--- src/rtl/tk1_spi_pkg.sv ---
// Shared constants and encodings for the tk1 SPI flash reader.
package tk1_spi_pkg;

  localparam logic [7:0] SPI_FLASH_READ      = 8'h03;
  localparam logic [7:0] SPI_FLASH_FAST_READ = 8'h0B;

  typedef enum logic [2:0] {
    ST_IDLE, ST_SELECT, ST_SEND, ST_WAIT_LO, ST_WAIT_HI, ST_DESELECT, ST_DONE
  } state_e;

  typedef enum logic [2:0] {
    PH_OPCODE, PH_ADDR2, PH_ADDR1, PH_ADDR0, PH_DUMMY, PH_DATA
  } phase_e;

endpackage

--- src/rtl/tk1_spi_flash_reader_if.sv ---
// Request, read-stream and SPI-master signals of the flash reader.
interface tk1_spi_flash_reader_if;
  logic        cmd_start;
  logic [23:0] cmd_addr;
  logic [7:0]  cmd_len;
  logic        busy;
  logic        done;
  logic [7:0]  rd_data;
  logic        rd_valid;
  logic        rd_ready;
  logic        spi_enable;
  logic        spi_enable_vld;
  logic        spi_start;
  logic [7:0]  spi_tx_data;
  logic        spi_tx_data_vld;
  logic [7:0]  spi_rx_data;
  logic        spi_ready;

  modport slave (
    input  cmd_start, cmd_addr, cmd_len, rd_ready, spi_rx_data, spi_ready,
    output busy, done, rd_data, rd_valid, spi_enable, spi_enable_vld,
           spi_start, spi_tx_data, spi_tx_data_vld
  );

  modport master (
    output cmd_start, cmd_addr, cmd_len, rd_ready, spi_rx_data, spi_ready,
    input  busy, done, rd_data, rd_valid, spi_enable, spi_enable_vld,
           spi_start, spi_tx_data, spi_tx_data_vld
  );
endinterface

--- src/rtl/tk1_spi_rx_fifo.sv ---
// Synchronous receive FIFO; head byte is visible the cycle after its push.
module tk1_spi_rx_fifo #(
  parameter  int RX_FIFO_DEPTH = 8,
  localparam int AW = $clog2(RX_FIFO_DEPTH)
) (
  input  logic        clk,
  input  logic        reset,
  input  logic        push_i,
  input  logic [7:0]  push_data_i,
  input  logic        pop_i,
  output logic [7:0]  pop_data_o,
  output logic        full_o,
  output logic        empty_o,
  output logic [AW:0] count_o
);
  logic [7:0]    mem_q [RX_FIFO_DEPTH];
  logic [AW-1:0] wptr_q, rptr_q;
  logic [AW:0]   cnt_q, cnt_d;
  logic          do_push, do_pop;

  assign do_push = push_i && !full_o;
  assign do_pop  = pop_i && !empty_o;
  assign cnt_d   = cnt_q + (AW+1)'(do_push) - (AW+1)'(do_pop);

  always_ff @(posedge clk) begin
    if (reset) begin
      wptr_q <= '0;
      rptr_q <= '0;
      cnt_q  <= '0;
    end else begin
      if (do_push) wptr_q <= wptr_q + 1'b1;
      if (do_pop)  rptr_q <= rptr_q + 1'b1;
      cnt_q <= cnt_d;
    end
  end

  always_ff @(posedge clk) begin
    if (do_push) mem_q[wptr_q] <= push_data_i;
  end

  assign pop_data_o = mem_q[rptr_q];
  assign full_o     = (cnt_q == (AW+1)'(RX_FIFO_DEPTH));
  assign empty_o    = (cnt_q == '0);
  assign count_o    = cnt_q;
endmodule

--- src/rtl/tk1_spi_flash_reader.sv ---
// SPI flash read sequencer: CS on, opcode + 24-bit address (+ dummy), N data bytes into FIFO, CS off.
// TK1_SPI_FLASH_FAST_READ_EN selects fast read (0x0B + one dummy byte) instead of 0x03.
module tk1_spi_flash_reader
  import tk1_spi_pkg::*;
#(
  parameter int RX_FIFO_DEPTH = 8
) (
  input logic                    clk,
  input logic                    reset,
  tk1_spi_flash_reader_if.slave  bus
);
  localparam int AW = $clog2(RX_FIFO_DEPTH);
`ifdef TK1_SPI_FLASH_FAST_READ_EN
  localparam logic [7:0] OPCODE         = SPI_FLASH_FAST_READ;
  localparam phase_e     PH_AFTER_ADDR0 = PH_DUMMY;
`else
  localparam logic [7:0] OPCODE         = SPI_FLASH_READ;
  localparam phase_e     PH_AFTER_ADDR0 = PH_DATA;
`endif

  state_e      state_q, state_d;
  phase_e      phase_q, phase_d;
  logic [23:0] addr_q, addr_d;
  logic [7:0]  rem_q, rem_d;
  logic        zdone_q, zdone_d;
  logic        rstvld_q;
  logic        push, pop, fifo_full, fifo_empty, send_ok, start;
  logic [7:0]  tx_byte;
  logic [AW:0] fifo_cnt;
  logic        unused_cnt;

  always_ff @(posedge clk) begin
    if (reset) begin
      state_q  <= ST_IDLE;
      phase_q  <= PH_OPCODE;
      addr_q   <= '0;
      rem_q    <= '0;
      zdone_q  <= 1'b0;
      rstvld_q <= 1'b1;
    end else begin
      state_q  <= state_d;
      phase_q  <= phase_d;
      addr_q   <= addr_d;
      rem_q    <= rem_d;
      zdone_q  <= zdone_d;
      rstvld_q <= 1'b0;
    end
  end

  always_comb begin
    tx_byte = 8'h00;
    case (phase_q)
      PH_OPCODE: tx_byte = OPCODE;
      PH_ADDR2:  tx_byte = addr_q[23:16];
      PH_ADDR1:  tx_byte = addr_q[15:8];
      PH_ADDR0:  tx_byte = addr_q[7:0];
      default:   tx_byte = 8'h00;
    endcase
  end

  // Data bytes wait for FIFO room before clocking; header bytes never stall.
  assign send_ok = bus.spi_ready && !(phase_q == PH_DATA && fifo_full);

  always_comb begin
    state_d = state_q;
    phase_d = phase_q;
    addr_d  = addr_q;
    rem_d   = rem_q;
    zdone_d = 1'b0;
    push    = 1'b0;
    case (state_q)
      ST_IDLE: if (bus.cmd_start) begin
        if (bus.cmd_len != 8'd0) begin
          addr_d  = bus.cmd_addr;
          rem_d   = bus.cmd_len;
          state_d = ST_SELECT;
        end else begin
          zdone_d = 1'b1;
        end
      end
      ST_SELECT: begin
        phase_d = PH_OPCODE;
        state_d = ST_SEND;
      end
      ST_SEND:    if (send_ok) state_d = ST_WAIT_LO;
      ST_WAIT_LO: if (!bus.spi_ready) state_d = ST_WAIT_HI;
      ST_WAIT_HI: if (bus.spi_ready) begin
        state_d = ST_SEND;
        case (phase_q)
          PH_OPCODE: phase_d = PH_ADDR2;
          PH_ADDR2:  phase_d = PH_ADDR1;
          PH_ADDR1:  phase_d = PH_ADDR0;
          PH_ADDR0:  phase_d = PH_AFTER_ADDR0;
          PH_DUMMY:  phase_d = PH_DATA;
          default: begin
            push  = 1'b1;
            rem_d = rem_q - 8'd1;
            if (rem_q == 8'd1) state_d = ST_DESELECT;
          end
        endcase
      end
      ST_DESELECT: state_d = ST_DONE;
      ST_DONE:     state_d = ST_IDLE;
      default:     state_d = ST_IDLE;
    endcase
  end

  assign start = (state_q == ST_SEND) && send_ok;

  always_comb begin
    bus.busy            = (state_q != ST_IDLE) && (state_q != ST_DONE);
    bus.done            = (state_q == ST_DONE) || zdone_q;
    bus.spi_enable      = (state_q == ST_SELECT) || (state_q == ST_SEND) ||
                          (state_q == ST_WAIT_LO) || (state_q == ST_WAIT_HI);
    // Strobing during and right after reset releases CS even if only this block was reset.
    bus.spi_enable_vld  = reset || rstvld_q || (state_q == ST_SELECT) || (state_q == ST_DESELECT);
    bus.spi_start       = start;
    bus.spi_tx_data_vld = start;
    bus.spi_tx_data     = (state_q == ST_SEND) ? tx_byte : 8'h00;
  end

  assign pop          = bus.rd_ready && !fifo_empty;
  assign bus.rd_valid = !fifo_empty;
  assign unused_cnt   = ^fifo_cnt;

  tk1_spi_rx_fifo #(.RX_FIFO_DEPTH(RX_FIFO_DEPTH)) u_fifo (
    .clk         (clk),
    .reset       (reset),
    .push_i      (push),
    .push_data_i (bus.spi_rx_data),
    .pop_i       (pop),
    .pop_data_o  (bus.rd_data),
    .full_o      (fifo_full),
    .empty_o     (fifo_empty),
    .count_o     (fifo_cnt)
  );
endmodule

--- src/flat_wrapper.sv ---
// flat-port wrapper written by rule: the top's interface ports become plain ports
module tk1_spi_flash_reader_flat import tk1_spi_pkg::*;
#(
  parameter int RX_FIFO_DEPTH = 8
)
  (clk, reset, bus_cmd_start, bus_cmd_addr, bus_cmd_len, bus_rd_ready, bus_spi_rx_data, bus_spi_ready, bus_busy, bus_done, bus_rd_data, bus_rd_valid, bus_spi_enable, bus_spi_enable_vld, bus_spi_start, bus_spi_tx_data, bus_spi_tx_data_vld);
  tk1_spi_flash_reader_if bus_i ();
  input logic clk;
  input logic reset;
  input wire logic [$bits(bus_i.cmd_start)-1:0] bus_cmd_start;
  input wire logic [$bits(bus_i.cmd_addr)-1:0] bus_cmd_addr;
  input wire logic [$bits(bus_i.cmd_len)-1:0] bus_cmd_len;
  input wire logic [$bits(bus_i.rd_ready)-1:0] bus_rd_ready;
  input wire logic [$bits(bus_i.spi_rx_data)-1:0] bus_spi_rx_data;
  input wire logic [$bits(bus_i.spi_ready)-1:0] bus_spi_ready;
  output wire logic [$bits(bus_i.busy)-1:0] bus_busy;
  output wire logic [$bits(bus_i.done)-1:0] bus_done;
  output wire logic [$bits(bus_i.rd_data)-1:0] bus_rd_data;
  output wire logic [$bits(bus_i.rd_valid)-1:0] bus_rd_valid;
  output wire logic [$bits(bus_i.spi_enable)-1:0] bus_spi_enable;
  output wire logic [$bits(bus_i.spi_enable_vld)-1:0] bus_spi_enable_vld;
  output wire logic [$bits(bus_i.spi_start)-1:0] bus_spi_start;
  output wire logic [$bits(bus_i.spi_tx_data)-1:0] bus_spi_tx_data;
  output wire logic [$bits(bus_i.spi_tx_data_vld)-1:0] bus_spi_tx_data_vld;
  assign bus_i.cmd_start = bus_cmd_start;
  assign bus_i.cmd_addr = bus_cmd_addr;
  assign bus_i.cmd_len = bus_cmd_len;
  assign bus_i.rd_ready = bus_rd_ready;
  assign bus_i.spi_rx_data = bus_spi_rx_data;
  assign bus_i.spi_ready = bus_spi_ready;
  assign bus_busy = bus_i.busy;
  assign bus_done = bus_i.done;
  assign bus_rd_data = bus_i.rd_data;
  assign bus_rd_valid = bus_i.rd_valid;
  assign bus_spi_enable = bus_i.spi_enable;
  assign bus_spi_enable_vld = bus_i.spi_enable_vld;
  assign bus_spi_start = bus_i.spi_start;
  assign bus_spi_tx_data = bus_i.spi_tx_data;
  assign bus_spi_tx_data_vld = bus_i.spi_tx_data_vld;
  tk1_spi_flash_reader #(.RX_FIFO_DEPTH(RX_FIFO_DEPTH)) u_core (.clk(clk), .reset(reset), .bus(bus_i));
endmodule
--- config.mk ---
export PLATFORM = sky130hd
export DESIGN_NAME = tk1_spi_flash_reader_flat
export DESIGN_NICKNAME = d
export VERILOG_FILES = /design/src/rtl/tk1_spi_pkg.sv /design/src/rtl/tk1_spi_flash_reader_if.sv /design/src/rtl/tk1_spi_rx_fifo.sv /design/src/rtl/tk1_spi_flash_reader.sv /design/src/flat_wrapper.sv
export SDC_FILE = /design/constraint.sdc
export NUM_CORES = 1
export LEC_CHECK = 0
export ABC_AREA = 0
export ABC_CLOCK_PERIOD_IN_PS = 2600
export CORE_UTILIZATION = 50
export CTS_BUF_LIST = sky130_fd_sc_hd__clkbuf_16
export DETAILED_ROUTE_END_ITERATION = 6
export PLACE_DENSITY = 0.78
export SETUP_SLACK_MARGIN = 0.4
export SYNTH_ARGS = -nofsm -noshare
export SYNTH_HDL_FRONTEND = slang
export SYNTH_SLANG_ARGS = --single-unit
--- constraint.sdc ---
create_clock -name clk -period 2.6 [get_ports clk]
set_input_delay 0.52 -clock clk [delete_from_list [all_inputs] [get_ports clk]]
set_output_delay 0.52 -clock clk [all_outputs]
set_load 0.01 [all_outputs]
# Word-level counts from Yosys, hierarchy flattened
# Memories as Yosys holds them, arrays and structs flattened. A register that Yosys moved wholly into a read port is not among the register bits.
# Index checks and enable logic that the tools add are counted.
# Widths: inputs -> output; s select.
# classes
n_lt_le_gt_ge,0
muxes,27
bitwise_logic,2
eq_ne,21
n_shift,0
add_sub_neg,5
mul,0
div_mod_pow,0
n_reduce_logical,31
# op_table
op,count
$mux 8,5
$pmux 8 s4,1
$mux 3,10
$pmux 3 s6,1
$pmux 8 s2,1
$eq 3x3->1 const B,5
$eq 3x2->1 const B,4
$pmux 3 s4,1
$reduce_and 5->1,2
$eq 8x1->1 const B,1
$ne 2x2->1 const B,4
$reduce_bool 8->1,1
$sub 8x1->8 const B,1
$logic_and 1x1->1,7
$logic_or 1x1->1,7
$mux 1,7
$add 3x1->3 const B,2
$eq 3x1->1 const B,2
$logic_not 3->1,2
$pmux 3 s2,1
$reduce_and 3->1,2
$ne 5x5->1 const B,1
$reduce_or 5->1,1
$add 4x1->4,1
11 further kinds,16
# totals
elab_cells,96
rom_bits,0
reg_bits,50
out_inout_bits,23
mem_bits_rw,64
latch_bits,0
n_memories,1
input_bits,45
# mem_list
name,depth,word_bits,read_ports,rd_ports_with_merged_regs,write_ports,line,source
u_core.u_fifo.mem_q,8,8,1,1,1,tk1_spi_rx_fifo.sv:16,logic [7:0] mem_q [RX_FIFO_DEPTH];

# Longest topological paths before layout
# logic_depth
depth_word,8
ltp_mapped,12
mapped_depth_nobuf,12

# Modules after synthesis
# Synthesis repeated with hierarchy kept, for this count alone.
# hier_totals
cells_unflattened,455
hier_area_um2,5322.6
# modules_own_cells
mod,seq_area_each_um2,area_each_um2,cells_per_inst,instances
tk1_spi_rx_fifo,2182.1,3180.6,174,1
tk1_spi_flash_reader,800.8,2142.1,281,1

# Worst setup path after synthesis
# OpenSTA, ideal clock, no wires.
# synth_timing
path_kind,reg-to-reg
startpoint,register u_core.state_q[1]
endpoint,memory u_core.u_fifo.mem_q[0][0] (enable)
arrival_time_ps,2029
path_stages_with_launch,5
path_buffers,0
required_time_ps,2205
slack_ps,177
setup_ps,395
period_less_slack_ps,2423
path_cell_list,dfxtp_1 > or3b_1 > nor4b_4 > inv_2 > nor4_1
# synth_between
elab_chain_len,5
# synth_rtl
element,line,source
start: declaration,tk1_spi_flash_reader.sv:21,"state_e state_q, state_d;"
start signal: assignment,tk1_spi_flash_reader.sv:41,state_q <= state_d;
$eq 3x3->1,tk1_spi_flash_reader.sv:71,case (state_q)
$mux 1,tk1_spi_flash_reader.sv:71,
$logic_and 1x1->1,tk1_spi_rx_fifo.sv:21,assign do_push = push_i && !full_o;
$mux 1,tk1_spi_rx_fifo.sv:38,if (do_push) mem_q[wptr_q] <= push_data_i;
$mux 1 (implied by the code),tk1_spi_rx_fifo.sv:38,
end: declaration,tk1_spi_rx_fifo.sv:16,
# No other way between the ends.

# Worst setup path after layout
# layout_timing
startpoint,register u_core.state_q[1]
endpoint,register u_core.u_fifo.cnt_q[1] (netlist: u_core.u_fifo.count_o[1])
# layout_between
elab_chain_len,5
# layout_rtl
element,line,source
$eq 3x3->1,tk1_spi_flash_reader.sv:71,
$mux 1,tk1_spi_flash_reader.sv:71,
$logic_and 1x1->1,tk1_spi_rx_fifo.sv:21,
$add 4x1->4,tk1_spi_rx_fifo.sv:23,assign cnt_d = cnt_q + (AW+1)'(do_push) - (AW+1)'(do_pop);
$sub 4x1->4,tk1_spi_rx_fifo.sv:23,
net u_core.u_fifo.cnt_d[1],tk1_spi_rx_fifo.sv:18,"logic [AW:0] cnt_q, cnt_d;"
end signal: assignment,tk1_spi_rx_fifo.sv:33,cnt_q <= cnt_d;
end: declaration,tk1_spi_rx_fifo.sv:18,
# The timed path passes the listed nets, and every way through them passes these cells.
# A chain may end at the register's enable or synchronous reset.

==> results.py <==
metrics = {
    "run_status": {
        "status": "finished, final reports clean",
    },
    "floorplan": {
        "core_mm2": 0.00991,
        "rows": 36,
        "top_level_ports": 68,
        "initial_utilization_pct": 52.5,
        "die_h_um": 104,
        "die_w_um": 104,
        "dieArea_mm2": 0.0108,
    },
    "hold_path": {
        "hold_path.class": "reg2reg",
        "holdPathStages": 2,
        "hold_start": "u_core.addr_q[20]",
        "worst_hold_path.endpoint": "u_core.addr_q[20]",
    },
    "clock_network": {
        "htree_levels": 4,
        "cts_sinks": 117,
        "path_clk_slew_ns": 0.06,
        "clk_latency_ns": 0.41,
        "cts_buffer_depth": 2,
        "numCtsBuffers": 17,
        "tritoncts": "built",
        "cts-root-buf": "clkbuf_16",
    },
    "drt": {
        "wl_met3_um": 600,
        "met1Wirelength_mm": 5.03,
        "dr_wl_met2_mm": 6.67,
        "detail-route-antenna-nets": 0,
        "vias_per_cell": 5.65,
        "totalWireLength_mm": 12.4,
        "drc_errors": 0,
        "wl_per_cell_um": 18.0,
        "drt-initial-drc-count": 202,
        "highest_layer": "met4",
        "vias": 3913,
        "drt_first_pass_iters": 5,
    },
    "logic_synthesis": {
        "syn_area_per_cell_um2": 11.7,
        "synthMuxAreaShare_pct": 10.3,
        "yosys-top-cells-area": "edfxtp_1, dfxtp_1, mux4_2",
        "synthXorXnorAreaFrac_pct": 1.01,
        "synth_fa_ha_area_share_pct": 2.79,
        "netlist_area_mm2": 0.00520,
        "synthArstFlopShare_pct": 0,
        "yosysWarnings": 0,
        "ys_seq_area_share_pct": 57.3,
        "synth_top_flop_cell": "edfxtp_1",
        "synth_nets": 500,
        "synth_top_family_by_area": "simple AND/OR/NAND/NOR gates",
        "synth_edf_count": 64,
        "ys_ff_latch": 117,
        "yosys.area_share.simple_pct": 13.7,
        "synth_compound_area_share_pct": 11.3,
        "synth_largest_area_cell": "edfxtp_1",
        "syn_inst": 444,
        "ys_types": 59,
        "yosysTopAreaCellShare_pct": 36.9,
    },
    "placement": {
        "gp_congestion": 0.828,
        "hpwl_mm": 7.40,
        "port_buffers": 67,
        "dp.cells": 647,
        "dp_slack_ns": -0.0540,
    },
    "pwr": {
        "p_comb_share_pct": 27.3,
        "p_seq_share_pct": 36.4,
        "p_leak_nw": 2.54,
        "p_total_w": 0.00609,
        "p_sw_w": 0.00177,
        "powerDensity_mw_per_mm2": 858,
        "p_sw_share_pct": 29.0,
        "ir_worst_vdd_v": 0.000479,
        "intPower_w": 0.00432,
        "clockPowerShare_pct": 36.3,
    },
    "grt": {
        "grt_pass1_wl_mm": 19.3,
        "grt_usage_pct": 23.3,
        "antenna_found_initial": 0,
        "grt_max_degree": 29,
        "grt.overflow.total": 0,
        "grt_pass1_vias": 3875,
    },
    "timing": {
        "period_share_pct": 93.1,
        "min_period_ns": 2.42,
        "worst_slack_ns": 0.180,
        "skew_ns": 0.0119,
        "timing.fmax_mhz": 413,
        "setup_viol": 0,
        "rsz0062_at_grt": "true",
        "hold_ws_ns": 0.452,
        "tightest_slew_ns": 0.903,
        "timing.final.hold_violations": 0,
        "relSlewSlack_pct": 39.2,
        "final_max_slew_viol_count": 0,
    },
    "worst_setup_path": {
        "r2r_end": "u_core.u_fifo.count_o[1]",
        "end_kind": "register",
        "r2r_start": "u_core.state_q[1]",
        "r2r_cells": 8,
        "path_cells": "or3b_4 -> nor4b_4 -> inv_2 -> ha_4 -> inv_2 -> ha_4 -> fa_2 -> nor2b_1",
        "slowest_stage": "fa_2",
        "arrival_ns": 2.76,
        "critPathMaxStageDelay_ns": 0.52,
        "crit_required_ns": 2.94,
        "worst_setup_path_start_kind": "register",
        "critPathKind": "reg2reg",
        "cp_max_fo": 7,
        "r2r_setup_slack_ns": 0.18,
    },
    "final_layout": {
        "antennaDiodeCount": 0,
        "layout.nets": 602,
        "final_util_pct": 71.7,
        "drive_above_1_share_pct": 29.7,
        "stdcell_count": 692,
        "areaGrowthSynthToFinish_pct": 36.5,
    },
    "job": {
        "cap_violations": 0,
    },
}
## placed cells by master (no fill, tap or decap), drive strengths merged, types with 3 or more instances in the layout
cell type and n:
or4 4, or3b 3, dfxtp 53, mux4 16
o21a 3, clkbuf 22, nor4 4, nor3b 3
nor3 7, o21ai 13, a22oi 9, nand2 72
dlygate4sd2 4, or3 4, clkinv 7, clkdlybuf4s50 43
a221o 7, nand3 7, nor2 21, a21oi 36
nand2b 8, mux2 14, ha 10, edfxtp 64
inv 20, xnor2 4, nor2b 7, buf 57
## timing repair
item                       in CTS  in global routing
gates resized for setup       107                 36
hold buffers                    0                  0
buffers inserted                8                  4
pin swaps                      10                 10
setup endpoints to repair      48                 77
cloned                          1                  0
## layout make-up
cell class	instances	area (µm²)
Sequential cell	117	3000
Fill cell	667	2810
Multi-Input combinational cell	285	2260
Timing Repair Buffer	110	1050
Clock buffer	17	425
Tap cell	133	166
Clock inverter	15	149
Inverter	15	56.3
## Yosys cell counts (all sizes together), types with 2 or more instances
library cell,instances
a211o,2
a211oi,2
a21o,2
a21oi,36
a221o,7
a22oi,9
a311oi,2
a31oi,2
buf,13
clkbuf,14
dfxtp,53
edfxtp,64
ha,10
inv,14
mux2,14
mux2i,2
mux4,16
nand2,72
nand2b,8
nand3,7
nor2,21
nor2b,7
nor3,7
nor3b,3
nor4,4
o21a,3
o21ai,13
o41ai,2
or3,4
or3b,3
or4,4
xnor2,4
xor2,2
## routing by layer
metal  GRT usage (%)  up-vias
met3            5.01       19
met5               0        -
li1                -     1845
met4            7.76        0
met2            41.5      147
met1            27.9     1902
## metrics by stage
step           TNS (ns)  area [µm²]
6_report              0        7100
3_3_place_gp          0        6200
3_5_place_dp     -0.269        6200
2_1_floorplan         0        5250
4_1_cts               0        6970
5_1_grt               0        7100
## worst max-delay path, delay by kind of cell, from the launching register on
family,cells,cell delay [ns]
buffers and inverters,2,0.13
AND/OR/NAND/NOR,3,0.90
flip-flops,1,0.37
adder cells (fa/ha/maj),3,0.94
## kinds of logic after synthesis
kind of cell,count (synthesis)
xor+xnor,6
flops,117
simple gates,146
buf+inv,42
compound gates,90
fa+ha+maj,11
mux,32
## power by group through the flow
stage	Sequential (W)	Clock, W	Combinational (W)
6_report	0.00222	0.00221	0.00166
3_3_place_gp	0.00221	0	0.00142
2_1_floorplan	0.00218	0	0.000993
4_1_cts	0.00221	0.00224	0.00161
5_1_grt	0.00223	0.00233	0.00182
3_5_place_dp	0.00221	0	0.00148
## state kept, by name, indices dropped and copies added (netlist names), named ones only
name / flops
u_core.u_fifo.wptr_q: 3
u_core.rem_q: 8
u_core.zdone_q: 1
u_core.addr_q: 24
u_core.rstvld_q: 1
u_core.u_fifo.rptr_q: 3
u_core.phase_q: 3
u_core.u_fifo.mem_q: 64
u_core.u_fifo.count_o: 4
u_core.state_q: 3
## how the worst max path moves through the flow
| stage | cells after the start | start | to |
|---|---|---|---|
| final | 8 | u_core.state_q[1] | u_core.u_fifo.count_o[1] |
| after global routing | 11 | u_core.u_fifo.count_o[2] | u_core.u_fifo.count_o[1] |
| after CTS | 4 | register | bus_rd_data[6] |
| after detailed placement | 9 | bus_spi_ready | u_core.u_fifo.count_o[1] |
| after global placement | 9 | bus_spi_ready | u_core.u_fifo.count_o[1] |
| after floorplan | 8 | u_core.state_q[0] | u_core.u_fifo.count_o[1] |
Note: power is estimated with default switching activity, not from simulation.
